File: src/rtl/melody_pkg.sv
// Shared types and constants for the melody sequencer: FSM encoding, ROM word fields, counter widths.
// Pure declarations, no logic; no flow control.
package melody_pkg;

    typedef enum logic [2:0] {
        ST_IDLE   = 3'd0,
        ST_FETCH  = 3'd1,
        ST_LATCH  = 3'd2,
        ST_NOTE   = 3'd3,
        ST_GAP    = 3'd4,
        ST_PAUSED = 3'd5,
        ST_FINISH = 3'd6
    } state_t;

    localparam int DUR_MSB  = 7;
    localparam int DUR_LSB  = 4;
    localparam int NOTE_MSB = 3;
    localparam int NOTE_LSB = 0;

    localparam logic [3:0] END_DUR   = 4'd0;
    localparam logic [3:0] REST_NOTE = 4'd0;

    function automatic int presc_w(input int clk_hz, input int beat_hz);
        int div;
        div = clk_hz / beat_hz;
        return (div <= 2) ? 1 : $clog2(div);
    endfunction

    function automatic int gap_w(input int gap_cyc);
        return (gap_cyc < 2) ? 1 : $clog2(gap_cyc + 1);
    endfunction

endpackage

File: src/rtl/beat_tick_gen.sv
// Beat prescaler: 1-clk tick every DIV enabled clocks; holds its count while enable is low.
// Tick is combinational from the count register; sync clear has priority over enable; no backpressure.
module beat_tick_gen #(
    parameter int DIV = 10,
    parameter int CW  = 4
) (
    input  logic clk,
    input  logic rst_n,
    input  logic en_i,
    input  logic clr_i,
    output logic tick_o
);

    localparam logic [CW-1:0] LAST = CW'(DIV - 1);

    logic [CW-1:0] cnt_q, cnt_d;

    assign tick_o = en_i && (cnt_q == LAST);

    always_comb begin
        cnt_d = cnt_q;
        if (clr_i) begin
            cnt_d = '0;
        end else if (en_i) begin
            cnt_d = (cnt_q == LAST) ? '0 : cnt_q + 1'b1;
        end
    end

    always_ff @(posedge clk or negedge rst_n) begin
        if (!rst_n) begin
            cnt_q <= '0;
        end else begin
            cnt_q <= cnt_d;
        end
    end

endmodule

File: src/rtl/melody_sequencer.sv
// Plays {DUR,NOTE} words from a sync note ROM as tone indices, each followed by a silent gap.
// START -> INX after 3 clks (ROM read + input retime + decode); keys are pulses, no backpressure.
// MELODY_LOOP_EN defined: the song restarts from address 0 after DONE instead of finishing.
module melody_sequencer
    import melody_pkg::*;
#(
    parameter int CLK_HZ  = 12_000_000,
    parameter int BEAT_HZ = 4,
    parameter int ADDR_W  = 8,
    parameter int GAP_CYC = 240_000
) (
    input  logic              clk,
    input  logic              rst_n,
    input  logic              start_i,
    input  logic              pause_i,
    input  logic              stop_i,
    output logic [ADDR_W-1:0] rom_addr_o,
    input  logic [7:0]        rom_data_i,
    output logic [3:0]        inx_o,
    output logic              beat_o,
    output logic              busy_o,
    output logic              done_o
);

    localparam int DIV = CLK_HZ / BEAT_HZ;
    localparam int PW  = presc_w(CLK_HZ, BEAT_HZ);
    localparam int GW  = gap_w(GAP_CYC);

    localparam logic [ADDR_W-1:0] ADDR_LAST = '1;
    localparam logic [GW-1:0]     GAP_LAST  = GW'(GAP_CYC - 1);

    state_t            state_q, state_d;
    state_t            resume_q, resume_d;
    logic [ADDR_W-1:0] addr_q, addr_d;
    logic [3:0]        inx_q, inx_d;
    logic [3:0]        note_q, note_d;
    logic [3:0]        beats_q, beats_d;
    logic [GW-1:0]     gap_q, gap_d;
    logic              beat_q, beat_d;
    logic              busy_q, busy_d;
    logic              done_q, done_d;
    logic              fetch_ph_q, fetch_ph_d;
    logic [7:0]        rom_q;

    logic              tick;
    logic              tick_clr;
    logic              song_end;
    logic [3:0]        rom_dur;
    logic [3:0]        rom_note;

    assign rom_dur  = rom_q[DUR_MSB:DUR_LSB];
    assign rom_note = rom_q[NOTE_MSB:NOTE_LSB];

    beat_tick_gen #(
        .DIV (DIV),
        .CW  (PW)
    ) u_tick (
        .clk    (clk),
        .rst_n  (rst_n),
        .en_i   (state_q == ST_NOTE),
        .clr_i  (tick_clr),
        .tick_o (tick)
    );

    always_comb begin
        state_d    = state_q;
        resume_d   = resume_q;
        addr_d     = addr_q;
        inx_d      = inx_q;
        note_d     = note_q;
        beats_d    = beats_q;
        gap_d      = gap_q;
        beat_d     = 1'b0;
        busy_d     = busy_q;
        done_d     = 1'b0;
        fetch_ph_d = 1'b0;
        tick_clr   = 1'b0;
        song_end   = 1'b0;

        case (state_q)
            ST_IDLE, ST_FINISH: begin
                if (start_i) begin
                    state_d = ST_FETCH;
                    addr_d  = '0;
                    busy_d  = 1'b1;
                end
            end
            // Two cycles: ROM read latency, then the rom_q retiming register.
            ST_FETCH: begin
                if (!fetch_ph_q) begin
                    fetch_ph_d = 1'b1;
                end else begin
                    state_d = ST_LATCH;
                end
            end
            ST_LATCH: begin
                if (rom_dur == END_DUR) begin
                    song_end = 1'b1;
                end else begin
                    inx_d    = rom_note;
                    note_d   = rom_note;
                    beats_d  = rom_dur;
                    tick_clr = 1'b1;
                    state_d  = ST_NOTE;
                end
            end
            ST_NOTE: begin
                if (tick) begin
                    beat_d = 1'b1;
                    if (beats_q == 4'd1) begin
                        inx_d   = REST_NOTE;
                        gap_d   = '0;
                        state_d = ST_GAP;
                    end else begin
                        beats_d = beats_q - 4'd1;
                    end
                end
            end
            ST_GAP: begin
                if (gap_q == GAP_LAST) begin
                    if (addr_q == ADDR_LAST) begin
                        song_end = 1'b1;
                    end else begin
                        addr_d  = addr_q + 1'b1;
                        state_d = ST_FETCH;
                    end
                end else begin
                    gap_d = gap_q + 1'b1;
                end
            end
            ST_PAUSED: begin
                if (pause_i) begin
                    state_d = resume_q;
                    inx_d   = (resume_q == ST_NOTE) ? note_q : REST_NOTE;
                end
            end
            default: begin
                state_d = ST_IDLE;
            end
        endcase

        if (song_end) begin
            done_d = 1'b1;
            inx_d  = REST_NOTE;
            addr_d = '0;
`ifdef MELODY_LOOP_EN
            state_d = ST_FETCH;
`else
            state_d = ST_FINISH;
            busy_d  = 1'b0;
`endif
        end

        // The pause clock itself still counts as played time, so the remaining time is exact on resume.
        if (pause_i && (state_q == ST_NOTE || state_q == ST_GAP) &&
            (state_d == ST_NOTE || state_d == ST_GAP)) begin
            resume_d = state_d;
            state_d  = ST_PAUSED;
            inx_d    = REST_NOTE;
            beat_d   = 1'b0;
        end

        if (stop_i) begin
            state_d = ST_IDLE;
            inx_d   = REST_NOTE;
            addr_d  = '0;
            busy_d  = 1'b0;
            done_d  = 1'b0;
            beat_d  = 1'b0;
            beats_d = '0;
            gap_d   = '0;
        end
    end

    always_ff @(posedge clk or negedge rst_n) begin
        if (!rst_n) begin
            state_q    <= ST_IDLE;
            resume_q   <= ST_NOTE;
            addr_q     <= '0;
            inx_q      <= '0;
            note_q     <= '0;
            beats_q    <= '0;
            gap_q      <= '0;
            beat_q     <= 1'b0;
            busy_q     <= 1'b0;
            done_q     <= 1'b0;
            fetch_ph_q <= 1'b0;
            rom_q      <= '0;
        end else begin
            state_q    <= state_d;
            resume_q   <= resume_d;
            addr_q     <= addr_d;
            inx_q      <= inx_d;
            note_q     <= note_d;
            beats_q    <= beats_d;
            gap_q      <= gap_d;
            beat_q     <= beat_d;
            busy_q     <= busy_d;
            done_q     <= done_d;
            fetch_ph_q <= fetch_ph_d;
            rom_q      <= rom_data_i;
        end
    end

    assign rom_addr_o = addr_q;
    assign inx_o      = inx_q;
    assign beat_o     = beat_q;
    assign busy_o     = busy_q;
    assign done_o     = done_q;

endmodule

File: config.mk
export PLATFORM = sky130hd
export DESIGN_NAME = melody_sequencer
export DESIGN_NICKNAME = d
export VERILOG_FILES = /design/src/rtl/melody_pkg.sv /design/src/rtl/beat_tick_gen.sv /design/src/rtl/melody_sequencer.sv
export SDC_FILE = /design/constraint.sdc
export NUM_CORES = 1
export LEC_CHECK = 0
export CELL_PAD_IN_SITES_DETAIL_PLACEMENT = 0
export CELL_PAD_IN_SITES_GLOBAL_PLACEMENT = 1
export CORE_ASPECT_RATIO = 0.5
export CORE_UTILIZATION = 48
export CTS_BUF_LIST = sky130_fd_sc_hd__clkbuf_16
export CTS_CLUSTER_SIZE = 30
export DETAILED_ROUTE_END_ITERATION = 12
export PLACE_DENSITY = 0.91
export SETUP_SLACK_MARGIN = 0.1
export SLEW_MARGIN = 10
export SYNTH_ARGS = -nofsm -noshare
export SYNTH_HDL_FRONTEND = slang
export SYNTH_HIERARCHICAL = 1
export SYNTH_SLANG_ARGS = --single-unit
export TNS_END_PERCENT = 1
File: constraint.sdc
create_clock -name clk -period 8.5 [get_ports clk]
set_clock_uncertainty 0.2 [all_clocks]
set_input_delay 1.7 -clock clk [delete_from_list [all_inputs] [get_ports clk]]
set_output_delay 1.7 -clock clk [all_outputs]
set_load 0.02 [all_outputs]
== Word-level counts from Yosys, hierarchy flattened ==
Cells that the tools add are included.

* Bits in registers: 78
* Output and inout port bits: 15
* Logic and storage cells: 122

* $add $sub $neg: 4
* Equal/unequal tests: 25
* Muxes and demuxes: 58
* Bitwise operators: 1
* Reductions and logical operators: 21

{| class="wikitable"
|+ Operator list
! kind !! number
|-
| $mux 18 || 4
|-
| $mux 22 || 3
|-
| $mux 4 || 12
|-
| $mux 8 || 5
|-
| $pmux 18 s2 || 1
|-
| $mux 3 || 11
|-
| $add 22x1->22 const B || 1
|-
| $eq 22x22->1 const B || 1
|-
| $ne 5x5->1 const B || 4
|-
| $add 18x1->18 const B || 1
|-
| $eq 18x18->1 const B || 1
|-
| $pmux 3 s6 || 1
|-
| $mux 1 || 17
|-
| $pmux 8 s2 || 1
|-
| $ne 3x3->1 const B || 5
|-
| $eq 3x2->1 const B || 4
|-
| $eq 3x3->1 const B || 4
|-
| $ne 4x4->1 const B || 3
|-
| $pmux 4 s3 || 1
|-
| $reduce_and 4->1 || 3
|-
| $reduce_bool 3->1 || 4
|-
| $add 8x1->8 const B || 1
|-
| $eq 8x8->1 const B || 1
|-
| $pmux 4 s2 || 1
|-
| other kinds (15) || 19
|}

== Logic depth before layout (Yosys ltp) ==
* Depth after elaboration: 10
* Mapped depth: 14
* Mapped depth without buffers: 10

== Cells and area by module ==
The synthesis kept the hierarchy.

{| class="wikitable"
|+ By module, submodules not included
! module !! times used !! cells each !! area an instance (um^2) !! seq. area each (um^2)
|-
| melody_sequencer || 1 || 326 || 3081.7 || 1403.8
|-
| beat_tick_gen || 1 || 137 || 1268.7 || 550.5
|}

== Worst setup path after synthesis ==
No wires, ideal clock.

* Path type: input to register
* Start: in pause_i
* End: reg state_q[1]
* Setup time: 147 ps
* Data arrival time: 3158 ps
* Required time: 8153 ps
* Slack: 4995 ps
* Stages: 7
* Path buffers: 1
* Cells stage by stage: clkbuf_1 > nand3_1 > a21oi_1 > a211oi_1 > or3b_4 > a211oi_4 > a211oi_1

* Longest elaborated chain between the ends: 8
* Elaborated cells on any way between the ends: 10
* Those cells by class: 2 x eq/ne; 5 x mux; 3 x reduce/logical

{| class="wikitable"
|+ Ends and longest elaborated chain
! item !! line !! RTL
|-
| start, declared || melody_sequencer.sv:15 || <nowiki>input logic pause_i,</nowiki>
|-
| $mux 3 || melody_sequencer.sv:132 || <nowiki>if (pause_i) begin</nowiki>
|-
| $pmux 3 s6 || melody_sequencer.sv:80 || <nowiki>case (state_q)</nowiki>
|-
| $mux 3 || melody_sequencer.sv:142 || <nowiki>if (song_end) begin</nowiki>
|-
| $eq 3x2->1 / $eq 3x3->1 (equally long branches) || melody_sequencer.sv:156 || <nowiki>(state_d == ST_NOTE || state_d == ST_GAP)) begin</nowiki>
|-
| $logic_or 1x1->1 || melody_sequencer.sv:156 ||
|-
| $logic_and 1x1->1 || melody_sequencer.sv:155 || <nowiki>if (pause_i && (state_q == ST_NOTE || state_q == ST_GAP) &&</nowiki>
|-
| $mux 3 (*) || melody_sequencer.sv:155 ||
|-
| $mux 3 (*) || melody_sequencer.sv:163 || <nowiki>if (stop_i) begin</nowiki>
|-
| named net state_d[1] || melody_sequencer.sv:32 || <nowiki>state_t state_q, state_d;</nowiki>
|-
| end signal, assigned || melody_sequencer.sv:190 || <nowiki>state_q <= state_d;</nowiki>
|-
| end, declared || melody_sequencer.sv:32 ||
|}

Mark *: on every way through the listed nets, which the timed path passes. The rest lies on a longest branch.
A chain may end at the register's enable or synchronous reset.

== Final worst setup path ==
* Start: in stop_i
* End: reg gap_q[12]

* Longest elaborated chain between the ends: 2
* Elaborated cells on any way between the ends: 6
* Those cells by class: 3 x eq/ne; 1 x mux; 2 x reduce/logical

{| class="wikitable"
|+ Ends and longest elaborated chain
! item !! line !! RTL
|-
| start, declared || melody_sequencer.sv:16 || <nowiki>input logic stop_i,</nowiki>
|-
| $ne 3x3->1 (no source line) / $reduce_bool 3->1 (equally long branches) || n/a ||
|-
| $reduce_and 4->1 (no source line) || n/a ||
|-
| end signal, assigned || melody_sequencer.sv:196 || <nowiki>gap_q <= gap_d;</nowiki>
|-
| end, declared || melody_sequencer.sv:38 || <nowiki>logic [GW-1:0] gap_q, gap_d;</nowiki>
|}

Parallel ways exist; a longest one is shown, timed or not.

==> results.py <==
metrics = {
    "final_layout": {
        "nFillCells": 748,
        "drive_gt1_share_pct": 8.13,
        "layout.nets": 505,
        "antenna_cells": 0,
        "final_cell_mix": "dfrtp_1 (76), nor2_1 (45), o21ai_0 (39), nand2_1 (37), clkdlybuf4s50_1 (26)",
        "syn_to_final_growth_pct": 15.0,
        "mostFrequentLayoutCell": "dfrtp_1",
        "final_cells": 609,
    },
    "routing": {
        "drc": 0,
        "final_antenna_net_count": 0,
        "viasPerCell": 5.93,
        "via_count": 3613,
        "dr.pass1.iters": 4,
        "wl_per_cell_um": 15.5,
        "drtIter0Drc": 221,
        "routed_wirelength_mm": 9.41,
    },
    "sta": {
        "final-hold-violation-count": 0,
        "slew_headroom_pct": 35.2,
        "rsz0062_at_grt": "false",
        "worst_pin_slew_ns": 0.971,
        "period_minus_slack_ns": 4.09,
        "final_max_slew_viol_count": 0,
        "setup_tns_ns": 0,
        "fmax_mhz": 244,
        "fin_crit_sh_pct": 48.2,
        "finalWorstSetupSlack_ns": 4.41,
        "setup_viol": 0,
    },
    "critical_path": {
        "worstReg2RegStart": "u_tick/cnt_q[17]$_DFFE_PN0P_",
        "critPathKind": "input port to flip-flop",
        "cp-end-kind": "flip-flop",
        "reg2reg_slack_ns": 4.57,
        "reg2reg_to": "beat_o$_DFF_PN0_",
        "cp-start-kind": "input port",
        "reg2reg_depth": 8,
        "arrival_ns": 4.15,
        "slowest_stage": "clkdlybuf4s50_1",
        "path_cells": "clkdlybuf4s50_1 -> or2_1 -> nor2_1 -> o21ai_0 -> a21oi_1",
        "critical_path.max_fanout": 24,
        "required_ns": 8.56,
        "slowest_delay_ns": 0.85,
    },
    "placed_design": {
        "port_buffers": 27,
        "globalplace.congestion": 0.866,
        "dpl_worst_slack_ns": 4.02,
        "dp_hpwl_mm": 6.44,
        "dp_cells": 593,
    },
    "grt": {
        "antenna_found_initial": 0,
        "grt_pass1_vias": 3544,
        "grt_pass1_wl_mm": 16.8,
        "grt.total_usage_pct": 22.4,
        "grt_start_max_net_pins": 79,
        "grt_overflow": 0,
    },
    "power_and_ir_drop": {
        "power_leakage_nw": 1.98,
        "powerDensity_nw_per_um2": 219,
        "worst_ir_drop_vdd_v": 0.000119,
    },
    "synth": {
        "ys_seq_area_share_pct": 44.9,
        "ys.flop_type": "dfrtp_1",
        "synth_warnings": 6,
        "synth-seq-cells": 78,
        "synth_largest_area_cell": "dfrtp_1",
        "synth_cell_types": 71,
        "ys_async_sr_fraction_pct": 100,
        "synth_top_area_share_pct": 43.7,
        "syn_area_sq_um": 4350,
        "syn_avg_cell_area_sq_um": 9.40,
        "synthTopCellsByArea": "dfrtp_1 (44%), o21ai_0 (4.5%), nor2_1 (3.9%)",
        "synth_edf_count": 0,
        "syn_inst": 463,
        "synthesis.nets": 481,
    },
    "min_path": {
        "hold_depth": 1,
        "whs_endpoint": "fetch_ph_q$_DFF_PN0_",
        "min_from": "fetch_ph_q$_DFF_PN0_",
        "hold_path_class": "flip-flop to flip-flop",
    },
    "cts": {
        "clk_path_buf_depth": 2,
        "cts_resized": 0,
        "clkTransAtPathRegs_ns": 0.06,
        "cts_tree": "built",
        "root_buffer": "clkbuf_16",
        "hold_buffers": 0,
        "post_cts_buffers": 0,
        "clock-sinks": 78,
        "htree_levels": 3,
        "cts_buffers": 9,
        "clock_latency_ns": 0.33,
    },
    "die": {
        "die_w_um": 137,
        "rows": 24,
        "dieArea_sq_um": 9470,
        "ios": 28,
        "initial_core_util_pct": 49.8,
        "fp.dieH_um": 69.3,
        "core_sq_um": 8740,
    },
    "job": {
        "maxCapViolations": 0,
    },
    "run_status": {
        "status": "completed",
    },
}
-- worst max-delay path by stage --
stage	start	to	slack (ns)	cells after the start
after CTS	stop_i	gap_q[12]$_DFFE_PN0P_	4.37	5
after global routing	stop_i	gap_q[3]$_DFFE_PN0P_	4.16	5
after floorplan	pause_i	state_q[1]$_DFF_PN0_	4.99	7
after detailed placement	stop_i	gap_q[12]$_DFFE_PN0P_	4.02	5
after global placement	stop_i	gap_q[12]$_DFFE_PN0P_	4.07	5
final	stop_i	gap_q[12]$_DFFE_PN0P_	4.41	5
-- critical path, delay by kind of cell --
kind / cells / cell delay, ns
AO/OA/AOI/OAI: 2 / 0.37
buffers and inverters: 1 / 0.85
AND/OR/NAND/NOR: 2 / 1.24
-- layout make-up --
class / instances / area, sq um / share of cell area [%]
clock buffer: 9 / 225 / 4.50
clock inverter: 7 / 88.8 / 1.78
inverter: 17 / 63.8 / 1.28
multi-input combinational: 354 / 2260 / 45.1
sequential: 78 / 1950 / 39.0
tap: 117 / 146 / 2.92
timing repair buffer: 27 / 268 / 5.35
-- registers in the layout, summed over array words and instances, names as in the netlist --
| register | cells |
|---|---|
| u_tick/cnt_q | 22 |
| resume_q | 3 |
| beat_o | 1 |
| gap_q | 18 |
| fetch_ph_q | 1 |
| beats_q | 4 |
| done_o | 1 |
| state_q | 3 |
| inx_o | 4 |
| busy_o | 1 |
| rom_addr_o | 8 |
| rom_q | 8 |
| note_q | 4 |
-- through the flow --
stage                     cell area (sq um)  power [W]  utilization, %  hold slack (ns)
final                                  5000    0.00110            57.3            0.228
after global routing                   5000    0.00116            57.3            0.261
after CTS                              5000    0.00111            57.3            0.230
after detailed placement               4690   0.000699            53.7            0.222
after global placement                 4690   0.000694            53.7            0.219
after floorplan                        4350   0.000633               -            0.209
-- cells in the mapped netlist (9+ instances only) --
cell type,instances
nand3b_1,9
inv_1,17
a21oi_1,23
nor3_1,10
nand3_1,16
nor2_1,45
o31ai_1,20
nand4_1,14
nand2b_1,9
nand2_1,37
dfrtp_1,76
o21ai_0,39
-- power breakdown --
group	internal [W]	switching, W
registers	0.000415	0.0000443
clock network	0.000255	0.000148
logic	0.0000945	0.000139
total	0.000764	0.000331
-- per-layer routing --
metal  wire, um  track usage (%)  up-vias
met1       4490             30.4     1767
met4         78             6.54        0
met5          0                0        -
met3        342             5.41       12
met2       4500             35.6       57
li1           -                -     1777
-- cells by family (layout without fill, tap and decap cells) --
kind of cell             count (synthesis)  after routing  synth area share, %
multiplexers                             6              6                 1.50
XOR/XNOR                                12             12                 2.42
buffers and inverters                   31             60                 3.16
flip-flops                              78             78                 44.9
adder cells (fa/ha/maj)                  5              5                 1.44
AO/OA/AOI/OAI                          129            129                 19.9
AND/OR/NAND/NOR                        202            202                 26.7
Power figures use the tool's default switching activity.
